--- src/rtl/sdram_fb_arbiter.sv ---
// -----------------------------------------------------------------------------
// sdram_fb_arbiter
//
// Shares the single SDRAM Avalon-MM master of the frame-buffer path between
// the display reader (real-time, priority) and the camera writer. The writer
// gets a bandwidth guarantee: after MAX_RD_STREAK consecutive read grants
// with a write pending, the next burst goes to the writer. Every burst is
// BURST_LEN beats, and at least one IDLE cycle separates two bursts.
//
// Ports
//   clk_clk, reset_reset_n      clock, asynchronous active-low reset
//   rd_req / rd_addr            display read request + burst start address
//   rd_gnt                      read command accepted this cycle
//   rd_data / rd_valid          returned read beat (1 cycle after the bus)
//   rd_done                     coincides with the final rd_valid of a burst
//   wr_req / wr_addr            camera write request + burst start address
//   wr_data / wr_data_ack       first-word-fall-through write source + pop
//   wr_done                     one-cycle pulse after the last write beat
//   av_*                        Avalon-MM master towards the SDRAM controller
//   busy                        a burst is in progress (state != IDLE)
// -----------------------------------------------------------------------------
module sdram_fb_arbiter #(
    parameter int ADDR_W        = 25,
    parameter int DATA_W        = 32,
    parameter int BURST_LEN     = 8,
    parameter int MAX_RD_STREAK = 4
) (
    input  logic              clk_clk,
    input  logic              reset_reset_n,
    input  logic              rd_req,
    input  logic [ADDR_W-1:0] rd_addr,
    output logic              rd_gnt,
    output logic [DATA_W-1:0] rd_data,
    output logic              rd_valid,
    output logic              rd_done,
    input  logic              wr_req,
    input  logic [ADDR_W-1:0] wr_addr,
    input  logic [DATA_W-1:0] wr_data,
    output logic              wr_data_ack,
    output logic              wr_done,
    output logic [ADDR_W-1:0] av_address,
    output logic [7:0]        av_burstcount,
    output logic              av_read,
    output logic              av_write,
    output logic [DATA_W-1:0] av_writedata,
    input  logic              av_waitrequest,
    input  logic [DATA_W-1:0] av_readdata,
    input  logic              av_readdatavalid,
    output logic              busy
);

    localparam int                  STREAK_W   = (MAX_RD_STREAK < 1) ? 1 : $clog2(MAX_RD_STREAK + 1);
    localparam logic [STREAK_W-1:0] STREAK_MAX = STREAK_W'(MAX_RD_STREAK);
    localparam logic [7:0]          LAST_BEAT  = 8'(BURST_LEN - 1);
    localparam logic [7:0]          BURST_CNT  = 8'(BURST_LEN);

    // av_burstcount is only 8 bits wide, so longer bursts cannot be expressed.
    if (BURST_LEN < 1 || BURST_LEN > 255) begin : g_bad_burst_len
        $error("sdram_fb_arbiter: BURST_LEN must be in 1..255");
    end
    if (MAX_RD_STREAK < 1) begin : g_bad_streak
        $error("sdram_fb_arbiter: MAX_RD_STREAK must be at least 1");
    end

    typedef enum logic [1:0] {
        IDLE     = 2'd0,
        RD_CMD   = 2'd1,
        RD_DATA  = 2'd2,
        WR_BURST = 2'd3
    } state_t;

    state_t              state;
    state_t              state_nxt;
    logic [ADDR_W-1:0]   cmd_addr;
    logic [7:0]          beat_cnt;
    logic [STREAK_W-1:0] streak;

    logic force_wr;
    logic take_rd;
    logic rd_beat;
    logic last_rd_beat;
    logic wr_ack;
    logic last_wr_beat;

    // Saturating increment of the read-streak counter.
    function automatic logic [STREAK_W-1:0] streak_sat_inc(input logic [STREAK_W-1:0] cur);
        if (cur >= STREAK_MAX) begin
            return STREAK_MAX;
        end
        return cur + STREAK_W'(1);
    endfunction

    assign force_wr     = wr_req && (streak >= STREAK_MAX);
    assign take_rd      = rd_req && !force_wr;
    // Beats arriving in any other state (e.g. left over from a burst that a
    // reset abandoned) are dropped here.
    assign rd_beat      = av_readdatavalid && ((state == RD_CMD) || (state == RD_DATA));
    assign last_rd_beat = rd_beat && (beat_cnt == LAST_BEAT);
    assign wr_ack       = (state == WR_BURST) && !av_waitrequest;
    assign last_wr_beat = wr_ack && (beat_cnt == LAST_BEAT);

    // ---- state register ----
    always_ff @(posedge clk_clk or negedge reset_reset_n) begin
        if (!reset_reset_n) begin
            state <= IDLE;
        end else begin
            state <= state_nxt;
        end
    end

    // ---- next-state logic ----
    always_comb begin
        state_nxt = state;
        case (state)
            IDLE: begin
                if (take_rd) begin
                    state_nxt = RD_CMD;
                end else if (wr_req) begin
                    state_nxt = WR_BURST;
                end
            end
            RD_CMD: begin
                if (last_rd_beat) begin
                    state_nxt = IDLE;
                end else if (!av_waitrequest) begin
                    state_nxt = RD_DATA;
                end
            end
            RD_DATA: begin
                if (last_rd_beat) begin
                    state_nxt = IDLE;
                end
            end
            WR_BURST: begin
                if (last_wr_beat) begin
                    state_nxt = IDLE;
                end
            end
            default: state_nxt = IDLE;
        endcase
    end

    // ---- bus outputs (decoded from state so a reset drops them at once) ----
    always_comb begin
        av_read       = 1'b0;
        av_write      = 1'b0;
        av_address    = '0;
        av_burstcount = 8'd0;
        av_writedata  = '0;
        rd_gnt        = 1'b0;
        wr_data_ack   = 1'b0;
        busy          = (state != IDLE);
        case (state)
            RD_CMD: begin
                av_read       = 1'b1;
                av_address    = cmd_addr;
                av_burstcount = BURST_CNT;
                rd_gnt        = !av_waitrequest;
            end
            WR_BURST: begin
                av_write      = 1'b1;
                av_address    = cmd_addr;
                av_burstcount = BURST_CNT;
                av_writedata  = wr_data;
                wr_data_ack   = wr_ack;
            end
            default: ;
        endcase
    end

    // ---- burst bookkeeping and read-return register ----
    always_ff @(posedge clk_clk or negedge reset_reset_n) begin
        if (!reset_reset_n) begin
            cmd_addr <= '0;
            beat_cnt <= 8'd0;
            streak   <= '0;
            rd_data  <= '0;
            rd_valid <= 1'b0;
            rd_done  <= 1'b0;
            wr_done  <= 1'b0;
        end else begin
            rd_valid <= rd_beat;
            rd_done  <= last_rd_beat;
            wr_done  <= last_wr_beat;
            if (rd_beat) begin
                rd_data <= av_readdata;
            end

            case (state)
                IDLE: begin
                    beat_cnt <= 8'd0;
                    if (take_rd) begin
                        cmd_addr <= rd_addr;
                        // The streak only grows while a writer is actually waiting.
                        streak   <= wr_req ? streak_sat_inc(streak) : '0;
                    end else if (wr_req) begin
                        cmd_addr <= wr_addr;
                    end
                end
                RD_CMD, RD_DATA: begin
                    if (rd_beat) begin
                        beat_cnt <= last_rd_beat ? 8'd0 : beat_cnt + 8'd1;
                    end
                end
                WR_BURST: begin
                    if (wr_ack) begin
                        beat_cnt <= last_wr_beat ? 8'd0 : beat_cnt + 8'd1;
                    end
                    if (last_wr_beat) begin
                        streak <= '0;
                    end
                end
                default: ;
            endcase
        end
    end

endmodule
--- config.mk ---
export PLATFORM = sky130hd
export DESIGN_NAME = sdram_fb_arbiter
export DESIGN_NICKNAME = d
export VERILOG_FILES = /design/src/rtl/sdram_fb_arbiter.sv
export SDC_FILE = /design/constraint.sdc
export NUM_CORES = 1
export LEC_CHECK = 0
export BUFFER_PORTS_ARGS = -buffer_cell sky130_fd_sc_hd__buf_4
export CORE_AREA = 2 2 129 81
export DETAILED_ROUTE_END_ITERATION = 6
export DIE_AREA = 0 0 131 83
export GPL_ROUTABILITY_DRIVEN = 0
export PLACE_DENSITY = 0.77
export SLEW_MARGIN = 10
export SYNTH_ARGS = -nofsm -noshare
export SYNTH_HDL_FRONTEND = slang
export SYNTH_SLANG_ARGS = --single-unit
--- constraint.sdc ---
create_clock -name clk_clk -period 2 [get_ports clk_clk]
set_clock_uncertainty 0.05 [all_clocks]
set_input_delay 0 -clock clk_clk [delete_from_list [all_inputs] [get_ports clk_clk]]
set_output_delay 0 -clock clk_clk [all_outputs]
set_load 0.02 [all_outputs]
==> results.md <==
- Run status: completed
- HP Class: primary input to flop
- Area grow syn2layout: 78.6%
- Power density over cell area: 1390 nW/um2
- # IOs: 225
- Reg2Reg Depth: 7
- Yosys warns: 0
- GR Overflow Total: 0
- Hold Fails Final Rpt: 0
- Post-layout util: a little over two thirds
- Core area: between 9000 and 10000 um2
- Worst skew pair latency: between 300 and 400 ps
- Peak VDD IR: between 0.9 and 1 mV
- F_max: 536 MHz
- Nets: slightly below 800
- Max capacitance violation total: 0
- Worst EP arrival: between 2000 and 2500 ps
- Vias in the first global route: between 3k and 4k
- Cell Area, Synth: approximately 3800 um2
- Async set or reset register ratio after synthesis: 100%
- Slew Viols, Final: 0
- Total GRT Usage: 23.5%
- CTS sink cnt: 73
- Final worst path period share: 93.3%
- Share of layout cells above drive strength 1: 44.8%
- Detailed-route wire length: 13100 um
- Largest net degree at the start of global routing: between 70 and 80
- Most common cell after layout, fill and taps aside: buf_4
- Final min period: between 1500 and 2000 ps
- DR DRC count: 0
- Gate count of the mapped netlist: between 300 and 400
- Number of synthesized register bits: 73
- Crit-path max FO: 17
- EDFF count, synth: 0
- Drt initial violations: around 120
- Kind of critical path: flop to flop
- CTS root buffer: clkbuf_16
- Row count: 28
- Hold path depth: 3
- Worst setup path start: state[0]
- Final ANT Viol Nets: 0
- Rel. slew slack: 37.5%
- CTS tree: yes
- Max stage delay cell, worst path: dfrtp_1
- DR vias: around 3.8k
- Hold Crit Start: av_waitrequest
- Final setup viols: 0
- R2R Setup Slk: around 130 ps
- Clock Tree Buf Depth: 2
- Die area: between 10000 and 15000 um2
- Initial antenna violation count: 1
- Req. time, crit path: 2160 ps
- Horiz. Die Dim: approximately 130 um
- Worst slew pin tran: between 900 and 1000 ps
- Reg2reg start: state[0]
- Diode count: 0
- # fillers: 698
- Hold Crit Endpoint: wr_done
- IO buf count: 217
- Synth Flop Type: dfrtp_1
- Largest stage delay, worst path: ~400 ps
- Most frequent cells in the layout: buf_4 (226), dlygate4sd3_1 (84), dfrtp_1 (73)
- Leakage dissipation: between 3 and 4 nW
- Detail-routed via count per cell: ~4.7
- First-pass GRT wire length: about 20000 um
- Initial core utilization: between 30 and 40%
- WL/cell: around 16 um
- CTS clk-pin slew, worst paths: around 60 ps
- CP Cell Sequence: inv_1 > ha_1 > and2_4 > buf_12 > and3_2 > o22ai_1 > mux2_2
- Number of distinct library cells after synthesis: 41
- Reg2reg end: state[1]
- DR pass1 iterations: 4
- DP HPWL: around 7900 um
- Critical Path Sink Type: flop
- Setup tns final: 0 ps
- Sequential share of the synthesized area: between 40% and 50%
- Avg Cell Area, Syn: 10.7 um2
- Total clock buffers created by CTS: 9
- Die Span Y: ~83 um
- H-tree Lvls: 3
- Startpoint types: flop
## per-layer routing
metal / track usage, % / share of wire [%] / vias to the layer above / wire length (um)
li1: - / - / 1806 / -
met1: 28.1 / 41 / 1776 / 5340
met2: 39.9 / 49 / 154 / 6450
met3: 8.38 / 8.1 / 21 / 1060
met4: 6.19 / 1.7 / 2 / 225
met5: 0 / 0.12 / - / 16
## registers in the layout, indices dropped and copies added (netlist names)
register	cells
cmd_addr	25
state	2
rd_valid	1
rd_done	1
beat_cnt	8
streak	3
wr_done	1
rd_data	32
## where the power goes
group	internal [W]	switching, W
Combinational	0.00247	0.00280
Clock	0.000973	0.000640
Sequential	0.00214	0.000408
Total	0.00558	0.00385
## per-stage QoR
stage               hold WS (ps)  setup WS (ps)  area [um2]  cells  total power [W]
finish                      47.2            135        6800    800          0.00943
global route                51.3          -9.29        6800    800           0.0100
CTS                         33.9           31.1        6750    796          0.00917
detailed placement           151           52.8        5610    696          0.00740
global placement             143            127        5610    696          0.00727
floorplan                   -346           35.2        3830    361          0.00542
## critical path: cells and delay by family (launching register included)
family                   cells  cell delay [ps]
buffers and inverters        2              270
AND/OR/NAND/NOR              2              400
flip-flops                   1              400
multiplexers                 1              270
AO/OA/AOI/OAI                1               60
adder cells (fa/ha/maj)      1              320
## synth_stat cells, drive strengths merged, types with 2 or more instances
cell | instances | area share, %
nor3 | 5 | 1.1
o211ai | 9 | 1.8
nand2 | 41 | 4.0
a21boi | 2 | 0.49
inv | 8 | 0.79
nand2b | 2 | 0.33
or2 | 2 | 0.33
and2 | 33 | 5.4
mux2 | 36 | 11
o311ai | 2 | 0.66
clkbuf | 12 | 1.2
nand3 | 2 | 0.26
a21oi | 3 | 0.49
o21ai | 28 | 3.8
buf | 13 | 2.2
and3 | 2 | 0.39
nor2b | 28 | 4.6
dfrtp | 73 | 48
mux2i | 25 | 6.6
ha | 8 | 2.6
nor2 | 8 | 0.79
## cell families (layout without fill, tap and decap cells)
| kind of cell | Yosys count | count (layout) | synth area share [%] |
|---|---|---|---|
| AO/OA/AOI/OAI | 52 | 52 | 9.33 |
| adder cells (fa/ha/maj) | 8 | 8 | 2.63 |
| buffers and inverters | 33 | 337 | 4.14 |
| flip-flops | 73 | 73 | 48.0 |
| multiplexers | 61 | 61 | 17.2 |
| other | 1 | 7 | 0.0985 |
| AND/OR/NAND/NOR | 127 | 127 | 18.6 |
## how the worst max path moves through the flow
stage | to | slack [ps] | cells after the start
global placement | state[1] | 130 | 7
CTS | state[1] | 30 | 7
global route | beat_cnt[2] | -9 | 6
detailed placement | state[1] | 50 | 7
finish | state[1] | 130 | 7
floorplan | state[1] | 40 | 7
## cell type report
class	instances	area (um2)	share of cell area, %
tap	135	169	2.48
multi-input combinational	255	1880	27.6
clock inverter	6	66.3	0.975
inverter	8	30.0	0.441
clock buffer	10	229	3.37
sequential	73	1830	26.9
timing repair buffer	313	2600	38.3
## what timing repair did
| action | in CTS | in global routing |
|---|---|---|
| endpoints found under the hold margin | 131 | 0 |
| hold buffers | 84 | 0 |
| resized for setup | 0 | 3 |
| endpoints found under the setup margin | 0 | 2 |
| buffers inserted | 0 | 3 |
(Power assumes the default switching activity.)
